## src/rtl/aig_tt_pkg.sv

```systemverilog
// rtl/aig_tt_pkg.sv - shared state type and default widths for the AIG truth-table sweeper
package aig_tt_pkg;

  typedef enum logic [1:0] {IDLE, DRIVE, DRAIN, RESP} tt_state_e;

  localparam int N_IN_DEF = 4;
  localparam int IDX_W    = N_IN_DEF;
  localparam int TT_W     = 1 << N_IN_DEF;
  localparam int CNT_W    = N_IN_DEF + 1;

endpackage

```

## src/rtl/aig_tt_capture_pipe.sv

```systemverilog
// rtl/aig_tt_capture_pipe.sv - (valid, index) delay line matching the attached AIG latency
module aig_tt_capture_pipe #(
  parameter int DEPTH = 0,
  parameter int IDX_W = 4
) (
  input  logic             clk,
  input  logic             rst,
  input  logic             in_valid,
  input  logic [IDX_W-1:0] in_idx,
  output logic             out_valid,
  output logic [IDX_W-1:0] out_idx
);

  generate
    if (DEPTH == 0) begin : g_wire
      logic unused_clk_rst;
      assign unused_clk_rst = clk | rst;
      assign out_valid      = in_valid;
      assign out_idx        = in_idx;
    end else begin : g_sr
      logic [DEPTH-1:0] vld_q;
      logic [IDX_W-1:0] idx_q [DEPTH];

      always_ff @(posedge clk) begin
        if (rst) begin
          vld_q <= '0;
          for (int i = 0; i < DEPTH; i++) idx_q[i] <= '0;
        end else begin
          vld_q[0] <= in_valid;
          idx_q[0] <= in_idx;
          for (int i = 1; i < DEPTH; i++) begin
            vld_q[i] <= vld_q[i-1];
            idx_q[i] <= idx_q[i-1];
          end
        end
      end

      assign out_valid = vld_q[DEPTH-1];
      assign out_idx   = idx_q[DEPTH-1];
    end
  endgenerate

endmodule

```

## src/rtl/aig_tt_sweeper.sv

```systemverilog
// rtl/aig_tt_sweeper.sv - drives an AIG through every minterm, captures y0 and checks the truth table
// Optional macro AIG_TT_SWEEPER_YREG_EN registers y0 before capture (one extra cycle of latency).
module aig_tt_sweeper
  import aig_tt_pkg::*;
#(
  parameter int N_IN = IDX_W,
  parameter int LAT  = 0
) (
  input  logic                 clk,
  input  logic                 rst,
  input  logic                 req_valid,
  output logic                 req_ready,
  input  logic [(1<<N_IN)-1:0] req_tt_exp,
  output logic [N_IN-1:0]      x,
  input  logic                 y0,
  output logic                 rsp_valid,
  input  logic                 rsp_ready,
  output logic [(1<<N_IN)-1:0] rsp_tt,
  output logic                 rsp_match,
  output logic [N_IN-1:0]      rsp_first_bad,
  output logic [N_IN:0]        rsp_nbad,
  output logic                 busy
);

  localparam int TTW = 1 << N_IN;
  localparam int CW  = N_IN + 1;

  logic y_s;
`ifdef AIG_TT_SWEEPER_YREG_EN
  localparam int EFF_LAT = LAT + 1;
  logic y_q;
  always_ff @(posedge clk) begin
    if (rst) y_q <= 1'b0;
    else     y_q <= y0;
  end
  assign y_s = y_q;
`else
  localparam int EFF_LAT = LAT;
  assign y_s = y0;
`endif

  tt_state_e       state_q;
  logic [N_IN-1:0] x_q;
  logic [TTW-1:0]  exp_q;
  logic [TTW-1:0]  cap_q;
  logic [CW-1:0]   nbad_q;
  logic [N_IN-1:0] fb_q;
  logic            match_q;
  logic            req_ready_q;
  logic            rsp_valid_q;
  logic            busy_q;

  logic            cap_vld;
  logic [N_IN-1:0] cap_idx;
  logic            last_cap;
  logic            mis;

  aig_tt_capture_pipe #(
    .DEPTH (EFF_LAT),
    .IDX_W (N_IN)
  ) u_pipe (
    .clk       (clk),
    .rst       (rst),
    .in_valid  (state_q == DRIVE),
    .in_idx    (x_q),
    .out_valid (cap_vld),
    .out_idx   (cap_idx)
  );

  assign last_cap = cap_vld && (&cap_idx);
  assign mis      = cap_vld && (y_s != exp_q[cap_idx]);

  always_ff @(posedge clk) begin
    if (rst) begin
      state_q     <= IDLE;
      x_q         <= '0;
      exp_q       <= '0;
      cap_q       <= '0;
      nbad_q      <= '0;
      fb_q        <= '0;
      match_q     <= 1'b0;
      req_ready_q <= 1'b1;
      rsp_valid_q <= 1'b0;
      busy_q      <= 1'b0;
    end else begin
      // Captures arrive in ascending index order, so the first mismatch is the lowest one.
      if (cap_vld) begin
        cap_q[cap_idx] <= y_s;
        if (mis) begin
          nbad_q <= nbad_q + CW'(1);
          if (nbad_q == '0) fb_q <= cap_idx;
        end
      end
      unique case (state_q)
        IDLE: begin
          if (req_valid && req_ready_q) begin
            exp_q       <= req_tt_exp;
            cap_q       <= '0;
            nbad_q      <= '0;
            fb_q        <= '0;
            match_q     <= 1'b0;
            x_q         <= '0;
            state_q     <= DRIVE;
            req_ready_q <= 1'b0;
            busy_q      <= 1'b1;
          end
        end
        DRIVE: begin
          if (&x_q) begin
            x_q <= '0;
            if (EFF_LAT == 0) begin
              state_q     <= RESP;
              rsp_valid_q <= 1'b1;
              match_q     <= (nbad_q == '0) && !mis;
            end else begin
              state_q <= DRAIN;
            end
          end else begin
            x_q <= x_q + N_IN'(1);
          end
        end
        DRAIN: begin
          if (last_cap) begin
            state_q     <= RESP;
            rsp_valid_q <= 1'b1;
            match_q     <= (nbad_q == '0) && !mis;
          end
        end
        RESP: begin
          if (rsp_ready) begin
            state_q     <= IDLE;
            rsp_valid_q <= 1'b0;
            req_ready_q <= 1'b1;
            busy_q      <= 1'b0;
          end
        end
        default: state_q <= IDLE;
      endcase
    end
  end

  assign req_ready     = req_ready_q;
  assign x             = x_q;
  assign rsp_valid     = rsp_valid_q;
  assign rsp_tt        = cap_q;
  assign rsp_match     = match_q;
  assign rsp_first_bad = fb_q;
  assign rsp_nbad      = nbad_q;
  assign busy          = busy_q;

endmodule
```

## config.mk

```make
export PLATFORM = sky130hd
export DESIGN_NAME = aig_tt_sweeper
export DESIGN_NICKNAME = d
export VERILOG_FILES = /design/src/rtl/aig_tt_pkg.sv /design/src/rtl/aig_tt_capture_pipe.sv /design/src/rtl/aig_tt_sweeper.sv
export SDC_FILE = /design/constraint.sdc
export NUM_CORES = 1
export LEC_CHECK = 0
export CAP_MARGIN = 40
export CELL_PAD_IN_SITES_DETAIL_PLACEMENT = 0
export CELL_PAD_IN_SITES_GLOBAL_PLACEMENT = 1
export CORE_MARGIN = 2
export CORE_UTILIZATION = 37
export CTS_CLUSTER_DIAMETER = 200
export DETAILED_ROUTE_END_ITERATION = 7
export PLACE_DENSITY_LB_ADDON = 0.1
export SYNTH_ARGS = -nofsm -noshare
export SYNTH_HDL_FRONTEND = slang
export SYNTH_SLANG_ARGS = --single-unit
```

## constraint.sdc

```tcl
create_clock -name clk -period 2.7 [get_ports clk]
set_clock_uncertainty 0.05 [all_clocks]
set_input_delay 0.27 -clock clk [delete_from_list [all_inputs] [get_ports clk]]
set_output_delay 0.27 -clock clk [all_outputs]
set_load 0.1 [all_outputs]
```

; ---- Word-level counts from Yosys, hierarchy flattened
; Index checks and enable logic that the tools add are counted.
[totals]
register_bits = 51
rom_bits = 0
latchBits = 0
n_memories = 0
elab_cells = 78
ram_bits = 0
[classes]
n_lt_le_gt_ge = 2
div_mod_pow = 0
mul = 0
reduce_logical = 19
addsub = 2
n_bitwise = 0
shifts = 0
eq_ne = 8
mux = 37
[op_table]
columns = operator, count
row1 = $mux W16, 3
row2 = $mux W4, 7
row3 = $mux W5, 4
row4 = $bwmux W16, 1
row5 = $reduce_and A4 Y1, 4
row6 = $mux W1, 10
row7 = $mux W2, 4
row8 = $pmux W2 S4, 1
row9 = $pmux W4 S2, 1
row10 = $ne A2 B2 Y1 const B, 3
row11 = $pmux W1 S3, 2
row12 = $reduce_bool A3 Y1, 2
row13 = $add A5 B1 Y5 const B, 1
row14 = $logic_and A1 B1 Y1, 5
row15 = $logic_not A5 Y1, 1
row16 = $lt A4 B5 Y1 const B, 1
row17 = $add A4 B1 Y4 const B, 1
row18 = $bmux W1 S4, 1
row19 = $demux W1 S4, 1
row20 = $eq A2 B2 Y1 const B, 2
row21 = $ge A4 B1 Y1 const B, 1
row22 = $pmux W1 S2, 2
row23 = $reduce_and A2 Y1, 2
row24 = $reduce_bool A2 Y1, 2
row25 = other kinds (6), 6

; ---- Depth between registers and ports, before layout
[depth]
word_depth = 8
mapped_depth = 8

; ---- Cells and area by module
; From an unflattened synthesis, not the netlist that was laid out.
[unflattened]
cells_unflattened = 300
area_unflattened_um2 = 2479.9
[modules_own_cells]
columns = module, seq_area_each_um2, area_per_inst_um2, instances, cells_per_inst
row1 = aig_tt_sweeper, 1021.0, 2442.3, 1, 295
row2 = aig_tt_capture_pipe, 0.0, 37.5, 1, 5

; ---- Worst setup path after synthesis
; Ideal clock, no wire load.
[synth_timing]
kind = flip-flop to flip-flop
startpoint = register x_q[1] (netlist: x[1])
endpoint = register nbad_q[3] (netlist: rsp_nbad[3])
required_ns = 2.527
stages_incl_launch_ff = 7
n_path_buf = 1
slack_ns = -0.436
t_arrival_ns = 2.963
period_less_slack_ns = 3.136
setup_ns = 0.123
path_cell_list = dfxtp_1 -> buf_6 -> mux4_2 -> mux4_2 -> mux2_4 -> nand4_1 -> mux2_1
[synth_between]
elab_chain_len = 8
[synth_rtl]
columns = item, line
row1 = "start, declared", aig_tt_sweeper.sv:43  ; logic [N_IN-1:0] x_q;
row2 = "start signal, assigned", aig_tt_sweeper.sv:119  ; x_q <= x_q + N_IN'(1);
row3 = $bmux W1 S4 *, aig_tt_sweeper.sv:71  ; assign mis = cap_vld && (y_s != exp_q[cap_idx]);
row4 = $mux W1 (not written as such) *, aig_tt_sweeper.sv:71
row5 = $ne A1 B1 Y1 *, aig_tt_sweeper.sv:71
row6 = $logic_and A1 B1 Y1 *, aig_tt_sweeper.sv:71
row7 = $mux W5 *, aig_tt_sweeper.sv:89  ; if (mis) begin
row8 = $mux W5 *, aig_tt_sweeper.sv:87  ; if (cap_vld) begin
row9 = $mux W5, aig_tt_sweeper.sv:96  ; if (req_valid && req_ready_q) begin
row10 = $mux W5 *, aig_tt_sweeper.sv:94  ; unique case (state_q)
row11 = "end signal, assigned", aig_tt_sweeper.sv:90  ; nbad_q <= nbad_q + CW'(1);
row12 = "end, declared", aig_tt_sweeper.sv:46  ; logic [CW-1:0] nbad_q;
; Mark *: on every way between the ends. The rest lies on a longest branch, timed or not. The select of a mux whose other input is x is not followed.
; A chain may end at the register's enable or synchronous reset.

; ---- Final worst setup path
; Same ends and word-level chain as after synthesis.

==> summary.txt <==
Power
  • Peak supply drop: approximately 0.42 mV
  • Combinational power share: a little over two fifths
  • PD cells: ~800 nW/µm²
  • P_leak: between 0.001 and 0.0015 µW
  • Switching Share: between 40 and 50%
  • Sequential Power Share: between 30% and 40%
  • Net Switching: between 1000 and 1500 µW
  • Internal: ~1400 µW
  • Clock power share: about a fifth

Timing
  • Final Critical Period: around 2.4 ns
  • Max_slew headroom: a little over three fifths
  • TNS Setup: 0 ns
  • Final Cycle Share: between 90 and 100%
  • Worst slew pin tran: ~0.56 ns
  • RSZ-0062 raised after global routing: no
  • Max-slew violations: 0
  • Min Hold Slack: about 0.41 ns
  • Final Setup Violations: 0
  • Fmax: approximately 0.41 GHz
  • Final hold vios: 0

Synthesis
  • Area leader, netlist: dfxtp_1
  • Syn Inst Count: ~280
  • Largest family of logic cells by synthesized area: simple AND/OR/NAND/NOR gates
  • Post-Syn Nets: 308
  • Most used DFF post-synth: dfxtp_1
  • Ranking of synthesized cells by area: dfxtp_1 (42%), mux2i_1 (9.5%), nand2_1 (7.6%), a21oi_1 (5.8%), ha_1 (5.7%)
  • Syn. warnings: 0
  • Avg Cell Area, Syn: 8.82 µm²
  • Post-synth EDFFs: 0
  • Post-synth design cell area: 2430 µm²
  • Post-synthesis mux area share: roughly 15%
  • Synth Area in XOR/XNOR: less than 1%
  • #FFs+latches synth: slightly above 50
  • Synth Area in Compound Gates: under 10%
  • Post-Synth Adder-Cell Area: ~5.7%
  • Top cell type's share of synthesized area: 41.9%
  • Netlist cell types: 36
  • Sequential area share after synthesis: between 40% and 50%
  • Area share of and/or/nand/nor cells after synthesis: approximately 22%
  • Async SR Flop Fraction: 0%

Layout
  • Fill cells: between 600 and 700
  • Layout area overhead: 24.3%
  • Post-route cell area: around 3000 µm²
  • Ant diodes: 0
  • Layout cell share with drive strength beyond 1: a little under a fifth
  • NumNets Final: ~360

Die
  • Boundary Pins: 54
  • DIE HEIGHT: between 80 and 90 µm
  • # rows: 29
  • Die area: between 7000 and 8000 µm²
  • Initial Util: a little under two fifths
  • Die Wd: roughly 85 µm
  • Core area: approximately 6300 µm²

Place
  • Cell Area, Placed: between 2000 and 3000 µm²
  • DP HPWL: 3990 µm
  • Port Buf Inserts: 53
  • GPL Wtd Cong: slightly above 0.7

Critical path
  • Critical Path Slowest Stage Cell: mux4_2
  • CP peak stage delay: between 0.5 and 0.6 ns
  • Crit end category: flip-flop
  • WP buf/inv: 0
  • Startpoint Class: flip-flop
  • Worst-path cell chain: mux4_2 > mux4_2 > mux2_4 > nand4_1 > mux2_1
  • Top delay family on crit path: multiplexers
  • CP Data Arrival Time: 2.57 ns
  • Critical path type: reg2reg
  • Max FO, Critical Path: 11
  • Most frequent CP cell: mux4_2
  • Critical path required time: ~2.8 ns

Route
  • Drt wl/cell: 13.5 µm
  • Drt total wl: roughly 5500 µm
  • Routed vias/inst: ~5.0
  • Routed via count: ~2,000
  • Routed Antenna Nets: 0
  • 1st-pass router iterations: 4
  • DRT iter0 DRCs: 62
  • Residual DRC: 0

Global routing
  • Largest net degree at the start of global routing: 22
  • Vias in the first global route: roughly 1,800
  • Global-route wire length before repair: between 8000 and 9000 µm
  • Initial antenna violation count: 0
  • Total global routing overflow: 0
  • Total track usage: approximately 15%

Clock tree
  • CTS Root Cell: clkbuf_8
  • Clock-pin transition on the worst setup and hold timing paths: roughly 0.10 ns
  • CTS Buf Count: 5
  • Clock sink total: 51
  • Max clock buf depth: 2
  • CTS HTree Levels: 2
  • Cts hold-fix bufs: 0
  • CTS tree: built
  • Clock Latency Late Sink: around 0.31 ns
  • Post-CTS Setup Bufs: 0
  • Post-CTS Resized: 0

Outcome
  • Run status: finished, final reports clean

Run
  • Max Cap Viol: 0

Min path
  • Worst hold path type: reg2reg
-- placed cells by master (no fill, tap or decap), types with 2 or more instances in the layout --
master / count
clkbuf_8: 6
and2_2: 2
nor2b_1: 3
mux2i_1: 23
nand4_1: 7
clkdlybuf4s50_1: 20
ha_1: 11
nand3_1: 15
a21o_1: 2
buf_4: 42
nand2_1: 49
inv_1: 9
mux4_2: 5
a21oi_1: 28
nor2_1: 30
o21ai_0: 4
dfxtp_1: 49
or3_1: 4
-- synth_stat cells, types with 3 or more instances --
master,count
a21oi_1,28
clkbuf_1,12
dfxtp_1,51
ha_1,11
inv_1,9
mux2i_1,23
mux4_2,5
nand2_1,49
nand3_1,15
nand4_1,7
nor2_1,30
nor2b_1,3
o21ai_0,4
or3_1,4
-- sequential cells by signal, indices dropped and copies added, names as in the netlist --
register	count
rsp_first_bad	4
rsp_tt	16
busy	1
rsp_match	1
exp_q	16
rsp_valid	1
x	4
req_ready	1
state_q	2
rsp_nbad	5
-- power groups by stage --
stage	clock (µW)	combinational, µW	sequential, µW
final	473	1030	918
after global routing	524	1130	932
after CTS	486	1040	920
after detailed placement	0	1040	938
after global placement	0	1040	936
after floorplan	0	558	1170
-- path summary, 6_finish.rpt --
path	startpoint	to	slack (ns)	depth (start not counted)
max reg2reg	x[1]	rsp_nbad[3]	0.27	5
max	x[1]	rsp_nbad[3]	0.27	5
min	exp_q[0]	exp_q[0]	0.41	2
min reg2reg	exp_q[0]	exp_q[0]	0.41	2
-- worst register-to-register path, cell delays in order, from the launching register on --
cell and delay [ns]:
dfxtp_4 0.44, mux4_2 0.52, mux4_2 0.52, mux2_4 0.36, nand4_1 0.11, mux2_1 0.32
-- metrics by stage --
stage	setup slack [ns]	util [%]	total power, µW	instances
after floorplan	0.00661	-	1720	276
after global placement	0.320	46.1	1970	397
after detailed placement	0.273	46.1	1980	397
after CTS	0.247	47.6	2450	405
after global routing	0.188	47.6	2590	405
final	0.269	47.6	2420	405
-- layer usage --
layer	up-vias	wire [µm]	GRT usage, %
met1	947	2620	20.6
met4	0	91	5.92
li1	1036	-	-
met5	-	0	0
met2	36	2540	24.1
met3	6	208	3.31
-- cell families (layout without fill, tap and decap cells) --
logic type               after synthesis  after routing
flip-flops                            51             51
XOR/XNOR                               1              1
AO/OA/AOI/OAI                         39             39
buffers and inverters                 27             79
AND/OR/NAND/NOR                      117            117
multiplexers                          30             30
adder cells (fa/ha/maj)               11             11
-- area by class of cell --
cell class / count / area [µm²] / area share, %
multi-input cells: 198 / 1250 / 41.5
flip-flops and latches: 51 / 1030 / 33.9
repair buffers: 62 / 515 / 17.0
well taps: 77 / 96.3 / 3.18
clock buffers: 6 / 82.6 / 2.73
inverters: 9 / 33.8 / 1.12
clock inverters: 2 / 16.3 / 0.538
Note: power is estimated with default switching activity, not from simulation.
